## src/rtl/fft_mdc_stage.sv

```systemverilog
// rtl/fft_mdc_stage.sv - radix-2 multi-path delay commutator FFT stage
module fft_mdc_stage #(
    parameter int WIDTH   = 9,
    parameter int DELAY   = 8,
    parameter int TW_FRAC = 7,
    parameter int SCALE   = 0,
    parameter int MUL_EN  = 1
) (
    input  logic                    clk,
    input  logic                    rst_n,
    input  logic                    sync_clr,
    input  logic                    in_valid,
    input  logic signed [WIDTH-1:0] inUp_re,
    input  logic signed [WIDTH-1:0] inUp_im,
    input  logic signed [WIDTH-1:0] inL_re,
    input  logic signed [WIDTH-1:0] inL_im,
    output logic                    out_valid,
    output logic signed [WIDTH-1:0] outUp_re,
    output logic signed [WIDTH-1:0] outUp_im,
    output logic signed [WIDTH-1:0] outL_re,
    output logic signed [WIDTH-1:0] outL_im
);
    localparam int CW  = $clog2(2 * DELAY);
    localparam int TWW = TW_FRAC + 2;
    localparam int PW  = WIDTH + TWW + 1;

    localparam logic signed [WIDTH-1:0] S_MAX = {1'b0, {(WIDTH-1){1'b1}}};
    localparam logic signed [WIDTH-1:0] S_MIN = {1'b1, {(WIDTH-1){1'b0}}};
    localparam logic signed [WIDTH:0]   ONE_W = {{WIDTH{1'b0}}, 1'b1};
    localparam logic signed [PW-1:0]    RND   = PW'(1) <<< (TW_FRAC - 1);

    // Twiddle W_(2*DELAY)^k = cos(pi*k/DELAY) - j*sin(pi*k/DELAY), rounded to nearest
    function automatic logic signed [TWW-1:0] f_tw(input int k, input bit im);
        real ang;
        real v;
        int  q;
        ang = 3.14159265358979323846 * real'(k) / real'(DELAY);
        v   = (im ? -$sin(ang) : $cos(ang)) * (2.0 ** TW_FRAC);
        q   = (v >= 0.0) ? $rtoi(v + 0.5) : -$rtoi(0.5 - v);
        return TWW'(q);
    endfunction

    // Butterfly sum/difference back to WIDTH: halve with rounding or saturate
    function automatic logic signed [WIDTH-1:0] f_reduce(input logic signed [WIDTH:0] x);
        if (SCALE != 0)
            f_reduce = WIDTH'((x + ONE_W) >>> 1);
        else if (x[WIDTH] != x[WIDTH-1])
            f_reduce = x[WIDTH] ? S_MIN : S_MAX;
        else
            f_reduce = WIDTH'(x);
    endfunction

    // Saturate a rounded, shifted product to WIDTH
    function automatic logic signed [WIDTH-1:0] f_sat_p(input logic signed [PW-1:0] x);
        if ((x[PW-1:WIDTH-1] == '0) || (x[PW-1:WIDTH-1] == '1))
            f_sat_p = WIDTH'(x);
        else
            f_sat_p = x[PW-1] ? S_MIN : S_MAX;
    endfunction

    logic [CW-1:0] r_cnt;
    logic          r_primed;
    logic signed [WIDTH-1:0] r_dl1_re [DELAY];
    logic signed [WIDTH-1:0] r_dl1_im [DELAY];
    logic signed [WIDTH-1:0] r_dl2_re [DELAY];
    logic signed [WIDTH-1:0] r_dl2_im [DELAY];
    logic signed [TWW-1:0]   w_rom_re [DELAY];
    logic signed [TWW-1:0]   w_rom_im [DELAY];

    logic            w_accept;
    logic            w_p;
    logic [CW-2:0]   w_k;
    logic signed [WIDTH-1:0] w_dl2_in_re, w_dl2_in_im;
    logic signed [WIDTH-1:0] w_a_re, w_a_im, w_b_re, w_b_im;
    logic signed [WIDTH:0]   w_sum_re, w_sum_im, w_dif_re, w_dif_im;
    logic signed [WIDTH-1:0] w_s_re, w_s_im, w_d_re, w_d_im;
    logic signed [TWW-1:0]   w_wr, w_wi;
    logic signed [PW-1:0]    w_pr, w_pi;
    logic signed [WIDTH-1:0] w_m_re, w_m_im;
    logic signed [WIDTH-1:0] w_up_re, w_up_im, w_l_re, w_l_im;

    for (genvar g = 0; g < DELAY; g++) begin : g_rom
        assign w_rom_re[g] = f_tw(g, 1'b0);
        assign w_rom_im[g] = f_tw(g, 1'b1);
    end

    assign w_accept = in_valid & ~sync_clr;
    assign w_p      = r_cnt[CW-1];
    assign w_k      = r_cnt[CW-2:0];

    // Commutator: phase 0 routes the upper input into delay line 2, phase 1 swaps
    assign w_dl2_in_re = w_p ? r_dl1_re[DELAY-1] : inUp_re;
    assign w_dl2_in_im = w_p ? r_dl1_im[DELAY-1] : inUp_im;
    assign w_b_re      = w_p ? inUp_re : r_dl1_re[DELAY-1];
    assign w_b_im      = w_p ? inUp_im : r_dl1_im[DELAY-1];
    assign w_a_re      = r_dl2_re[DELAY-1];
    assign w_a_im      = r_dl2_im[DELAY-1];

    assign w_sum_re = {w_a_re[WIDTH-1], w_a_re} + {w_b_re[WIDTH-1], w_b_re};
    assign w_sum_im = {w_a_im[WIDTH-1], w_a_im} + {w_b_im[WIDTH-1], w_b_im};
    assign w_dif_re = {w_a_re[WIDTH-1], w_a_re} - {w_b_re[WIDTH-1], w_b_re};
    assign w_dif_im = {w_a_im[WIDTH-1], w_a_im} - {w_b_im[WIDTH-1], w_b_im};
    assign w_s_re   = f_reduce(w_sum_re);
    assign w_s_im   = f_reduce(w_sum_im);
    assign w_d_re   = f_reduce(w_dif_re);
    assign w_d_im   = f_reduce(w_dif_im);

    assign w_wr = w_rom_re[w_k];
    assign w_wi = w_rom_im[w_k];
    assign w_pr = PW'(w_d_re) * PW'(w_wr) - PW'(w_d_im) * PW'(w_wi) + RND;
    assign w_pi = PW'(w_d_re) * PW'(w_wi) + PW'(w_d_im) * PW'(w_wr) + RND;
    assign w_m_re = (MUL_EN != 0) ? f_sat_p(w_pr >>> TW_FRAC) : w_d_re;
    assign w_m_im = (MUL_EN != 0) ? f_sat_p(w_pi >>> TW_FRAC) : w_d_im;

    assign w_up_re = w_p ? w_s_re : w_a_re;
    assign w_up_im = w_p ? w_s_im : w_a_im;
    assign w_l_re  = w_p ? w_m_re : w_b_re;
    assign w_l_im  = w_p ? w_m_im : w_b_im;

    // Delay lines shift only on accepted samples so input gaps stall without loss
    always_ff @(posedge clk or negedge rst_n) begin
        if (!rst_n) begin
            for (int i = 0; i < DELAY; i++) begin
                r_dl1_re[i] <= '0;
                r_dl1_im[i] <= '0;
                r_dl2_re[i] <= '0;
                r_dl2_im[i] <= '0;
            end
        end else if (w_accept) begin
            r_dl1_re[0] <= inL_re;
            r_dl1_im[0] <= inL_im;
            r_dl2_re[0] <= w_dl2_in_re;
            r_dl2_im[0] <= w_dl2_in_im;
            for (int i = 1; i < DELAY; i++) begin
                r_dl1_re[i] <= r_dl1_re[i-1];
                r_dl1_im[i] <= r_dl1_im[i-1];
                r_dl2_re[i] <= r_dl2_re[i-1];
                r_dl2_im[i] <= r_dl2_im[i-1];
            end
        end
    end

    // Sample counter, priming flag and registered outputs; frame restart wins over data
    always_ff @(posedge clk or negedge rst_n) begin
        if (!rst_n) begin
            r_cnt     <= '0;
            r_primed  <= 1'b0;
            out_valid <= 1'b0;
            outUp_re  <= '0;
            outUp_im  <= '0;
            outL_re   <= '0;
            outL_im   <= '0;
        end else if (sync_clr) begin
            r_cnt     <= '0;
            r_primed  <= 1'b0;
            out_valid <= 1'b0;
        end else begin
            out_valid <= in_valid & r_primed;
            if (in_valid) begin
                r_cnt <= r_cnt + 1'b1;
                if (r_cnt == '1)
                    r_primed <= 1'b1;
                if (r_primed) begin
                    outUp_re <= w_up_re;
                    outUp_im <= w_up_im;
                    outL_re  <= w_l_re;
                    outL_im  <= w_l_im;
                end
            end
        end
    end
endmodule

```

## config.mk

```make
export PLATFORM = sky130hd
export DESIGN_NAME = fft_mdc_stage
export DESIGN_NICKNAME = d
export VERILOG_FILES = /design/src/rtl/fft_mdc_stage.sv
export SDC_FILE = /design/constraint.sdc
export NUM_CORES = 2
export LEC_CHECK = 0
export BUFFER_PORTS_ARGS = -buffer_cell sky130_fd_sc_hd__buf_4
export CORE_MARGIN = 2
export CORE_UTILIZATION = 30
export DETAILED_ROUTE_END_ITERATION = 8
export PLACE_DENSITY_LB_ADDON = 0.08
export SLEW_MARGIN = 20
export SYNTH_ARGS = -nofsm -noshare
export SYNTH_HDL_FRONTEND = slang
export SYNTH_SLANG_ARGS = --single-unit
```

## constraint.sdc

```tcl
create_clock -name clk -period 16.1 [get_ports clk]
set_clock_uncertainty 0.1 [all_clocks]
set_input_delay 0.805 -clock clk [delete_from_list [all_inputs] [get_ports clk]]
set_output_delay 0.805 -clock clk [all_outputs]
set_load 0.05 [all_outputs]
```

==> impl_table.tex <==
\begin{tabular}{lr}
\hline
Metric & Value \\
\hline
\multicolumn{2}{l}{\textbf{Outcome}} \\
\quad Run status & completed \\
\multicolumn{2}{l}{\textbf{Floorplan}} \\
\quad Initial Util & 0.303 \\
\quad DIE AREA & 95100 um\^{}2 \\
\quad Width of the die & 308 um \\
\quad Die height & 308 um \\
\quad Core Box Area & 91800 um\^{}2 \\
\quad IO Count & 77 \\
\quad Rows & 111 \\
\multicolumn{2}{l}{\textbf{Setup path}} \\
\quad Endpoint arrival time on the critical path & 12.24 ns \\
\quad Worst path slowest cell & sky130\_fd\_sc\_hd\_\_dfrtp\_4 \\
\quad Register-to-Register Setup Slack & 4.11 ns \\
\quad Critical path type & register to register \\
\quad CP Max Fanout & 37 \\
\quad Most used cell along the critical path & sky130\_fd\_sc\_hd\_\_fa\_1 \\
\quad Type of origin of the critical path & register \\
\quad Peak per-stage delay on the critical path & 0.76 ns \\
\quad Data required time of the worst path & 16.35 ns \\
\quad Element type at the critical path end & register \\
\multicolumn{2}{l}{\textbf{Yosys}} \\
\quad Compound-gate portion of the synthesized area & 0.0648 \\
\quad Mean Syn Cell Area & 8.89 um\^{}2 \\
\quad Portion of synthesized cell area occupied by the leading cell type & 0.297 \\
\quad Syn nets & 3714 \\
\quad Adder-cell share of the synthesized area & 0.337 \\
\quad Post-synthesis instance area & 27800 um\^{}2 \\
\quad EDFF count, synth & 0 \\
\quad Main synth FF type & sky130\_fd\_sc\_hd\_\_dfrtp\_1 \\
\quad Post-Synth Simple-Gate Area & 0.183 \\
\quad Largest family of logic cells by synthesized area & adder cells \\
\quad Share of synthesized area occupied by flip-flops and latches & 0.297 \\
\quad Biggest area contributors in the synthesized netlist & sky130\_fd\_sc\_hd\_\_dfrtp\_1 (30\%), sky130\_fd\_sc\_hd\_\_fa\_1 (24\%), sky130\_fd\_sc\_hd\_\_nand2\_1 (13\%) \\
\quad Portion of netlist area occupied by mux cells & 0.0135 \\
\quad Synth Area in XOR/XNOR & 0.0257 \\
\quad Number of distinct standard cells referenced by the synthesized netlist & 77 \\
\quad Post-synth ARST share & 1.00 \\
\quad Flip-flop and latch count after synthesis & 330 \\
\quad Leading area contributor after synthesis & sky130\_fd\_sc\_hd\_\_dfrtp\_1 \\
\quad Warnings, synthesis & 0 \\
\quad Cells after synthesis & 3127 \\
\multicolumn{2}{l}{\textbf{Finish}} \\
\quad Final antenna diode count & 0 \\
\quad Non-filler cells, final & 4422 \\
\quad Commonest non-fill, non-tap cell in the layout & sky130\_fd\_sc\_hd\_\_nand2\_1 \\
\quad Fill cell instance count of the final layout & 9611 \\
\quad Area taken by flip-flops and latches & 8260 um\^{}2 \\
\quad Area taken by multi-input logic gates & 17400 um\^{}2 \\
\quad Area Overhead vs Synth & 11.1\% \\
\quad Share of post-route cells with drive strength above 1 & 0.0673 \\
\quad Number of nets in the layout & 3743 \\
\quad Top library cells by usage in the layout, fill and taps aside & sky130\_fd\_sc\_hd\_\_nand2\_1 (963), sky130\_fd\_sc\_hd\_\_inv\_1 (439), sky130\_fd\_sc\_hd\_\_fa\_1 (331) \\
\multicolumn{2}{l}{\textbf{CTS}} \\
\quad Clock Sink Count & 330 \\
\quad Post-CTS setup buffers & 0 \\
\quad Number of buffers added by the clock tree synthesis step & 35 \\
\quad Clock insertion delay at the later pin of the skew report & 0.53 ns \\
\quad Clk Tree Root Cell & sky130\_fd\_sc\_hd\_\_clkbuf\_16 \\
\quad TritonCTS clock tree & built \\
\quad Cts-stage hold buffer count & 0 \\
\quad Longest Clk Path Bufs & 3 \\
\quad H-tree lvl count & 2 \\
\quad Clock edge transition at the registers on the reported setup and hold paths & 0.08 ns \\
\quad Cts repair resizes & 0 \\
\multicolumn{2}{l}{\textbf{STA}} \\
\quad Final critical path time including I/O delays and setup & 11.99 ns \\
\quad Final setup vio count & 0 \\
\quad Period utilisation layout & 0.745 \\
\quad RSZ-0062 raised after global routing & false \\
\quad Maximum clock rate & 83.4 MHz \\
\quad Count of endpoints failing hold in the final timing report & 0 \\
\quad Normalized max-slew margin & 0.262 \\
\quad Total negative slack & 0 ns \\
\quad Least-Margin Pin Slew & 1.10 ns \\
\quad Final Slew Violations & 0 \\
\multicolumn{2}{l}{\textbf{Route}} \\
\quad Post-route DRC violation count & 0 \\
\quad Wire length after detailed routing & 78.7 mm \\
\quad Detail Route Antenna Nets & 0 \\
\quad Post-detailed-route via-to-cell ratio & 4.58 \\
\quad Wire length per cell after detailed routing & 17.8 um \\
\quad Drt initial violations & 1203 \\
\quad Routed vias & 20200 \\
\quad Pre-antenna DRT Iters & 5 \\
\multicolumn{2}{l}{\textbf{Global route}} \\
\quad GR Overflow Total & 0 \\
\quad Largest net degree at the start of global routing & 207 \\
\quad Overall track demand over capacity in global routing & 0.172 \\
\quad Antenna violations before repair & 1 \\
\quad Via count of the first global-routing pass & 21600 \\
\quad First-pass GRT wire length & 127 mm \\
\multicolumn{2}{l}{\textbf{Place}} \\
\quad Port-buffer cells & 76 \\
\quad HPWL reported at the end of detailed placement & 60.9 mm \\
\quad Weighted congestion at the end of routability-driven global placement & 0.850 \\
\quad Placed insts & 4360 \\
\multicolumn{2}{l}{\textbf{Job}} \\
\quad Maximum Capacitance Violations & 0 \\
\multicolumn{2}{l}{\textbf{Worst hold path}} \\
\quad Hold/Removal Path Class & primary input to asynchronous set/reset pin \\
\hline
\end{tabular}
-- cell usage after synthesis, types with 6 or more instances --
| library cell | n |
|---|---|
| sky130_fd_sc_hd__nand2_1 | 963 |
| sky130_fd_sc_hd__inv_1 | 439 |
| sky130_fd_sc_hd__fa_1 | 331 |
| sky130_fd_sc_hd__dfrtp_1 | 330 |
| sky130_fd_sc_hd__nor2_1 | 225 |
| sky130_fd_sc_hd__ha_1 | 216 |
| sky130_fd_sc_hd__clkbuf_1 | 104 |
| sky130_fd_sc_hd__o21ai_0 | 75 |
| sky130_fd_sc_hd__a21oi_1 | 74 |
| sky130_fd_sc_hd__xnor2_1 | 59 |
| sky130_fd_sc_hd__mux2i_1 | 34 |
| sky130_fd_sc_hd__xor2_1 | 19 |
| sky130_fd_sc_hd__nand2b_1 | 15 |
| sky130_fd_sc_hd__nor2b_1 | 13 |
| sky130_fd_sc_hd__o21a_1 | 13 |
| sky130_fd_sc_hd__o21ai_1 | 12 |
| sky130_fd_sc_hd__or2_2 | 12 |
| sky130_fd_sc_hd__and3_1 | 11 |
| sky130_fd_sc_hd__nor3_1 | 11 |
| sky130_fd_sc_hd__o21bai_1 | 11 |
| sky130_fd_sc_hd__nand3_1 | 10 |
| sky130_fd_sc_hd__a21o_1 | 9 |
| sky130_fd_sc_hd__a221oi_1 | 8 |
| sky130_fd_sc_hd__a31oi_1 | 7 |
| sky130_fd_sc_hd__buf_1 | 7 |
| sky130_fd_sc_hd__buf_4 | 7 |
| sky130_fd_sc_hd__nand4_1 | 6 |
| sky130_fd_sc_hd__or3_1 | 6 |
-- kinds of logic after synthesis --
family	Yosys count
DFF	330
muxes	37
xor gates and xnor gates	80
and+or+nand+nor	1287
buffers and inverters	567
AOI/OAI and AO/OA	275
adders and majority gates	551
-- worst paths after layout --
kind | cells after the start | startpoint | to
worst max-delay path | 39 | r_cnt[3] | outL_im[4]
worst min register to register | 2 | r_dl2_im[9] | w_a_im[0]
worst max register to register | 39 | r_cnt[3] | outL_im[4]
worst min-delay path | 1 | rst_n | r_dl1_im[66]
max in group asynchronous | 2 | rst_n | outL_re[0]
min in group clk | 2 | r_dl2_im[9] | w_a_im[0]
-- flip-flops by register name (all words and copies together), names as in the netlist --
register	flops
outL_im	9
outL_re	9
outUp_im	9
outUp_re	9
out_valid	1
r_cnt	4
r_dl1_im	72
r_dl1_re	72
r_dl2_im	63
r_dl2_re	63
r_primed	1
w_a_im	9
w_a_re	9
-- routing by layer --
layer  vias up  GRT usage  part of all wire
met5         -          0                 0
met4         0     0.0324             0.015
met3        61     0.0161             0.037
met2       332      0.290              0.49
met1     10200      0.241              0.46
li1       9650          -                 -
-- final cells by class --
type                    count  area share
multi-input cells        2230       0.562
clock inverters            12     0.00470
repair buffers            116      0.0301
inverters                 443      0.0538
well taps                1243      0.0503
clock buffers              48      0.0315
flip-flops and latches    330       0.267
-- critical path: cells and delay by family (launching register included) --
kind                       cells  cell delay [ns]
adders and majority gates     11             4.99
AOI/OAI and AO/OA             14             3.62
DFF                            1             0.76
buffers and inverters          6             0.75
and+or+nand+nor                5             0.75
xor gates and xnor gates       2             0.52
muxes                          1             0.26
-- metrics by stage --
step / hold slack (ns) / utilization / instance area (um^2) / setup slack [ns]
detailed placement: 0.348 / 0.324 / 29700 / 4.19
finish: 0.115 / 0.337 / 30900 / 4.11
global route: 0.152 / 0.337 / 30900 / 3.17
global placement: 0.346 / 0.324 / 29700 / 4.51
CTS: 0.135 / 0.336 / 30800 / 4.12
floorplan: 0.339 / - / 27800 / 5.71
Power is left out: the tool's default activity adds up to more than one toggle a clock period on the data nets, which glitch-free logic cannot reach.
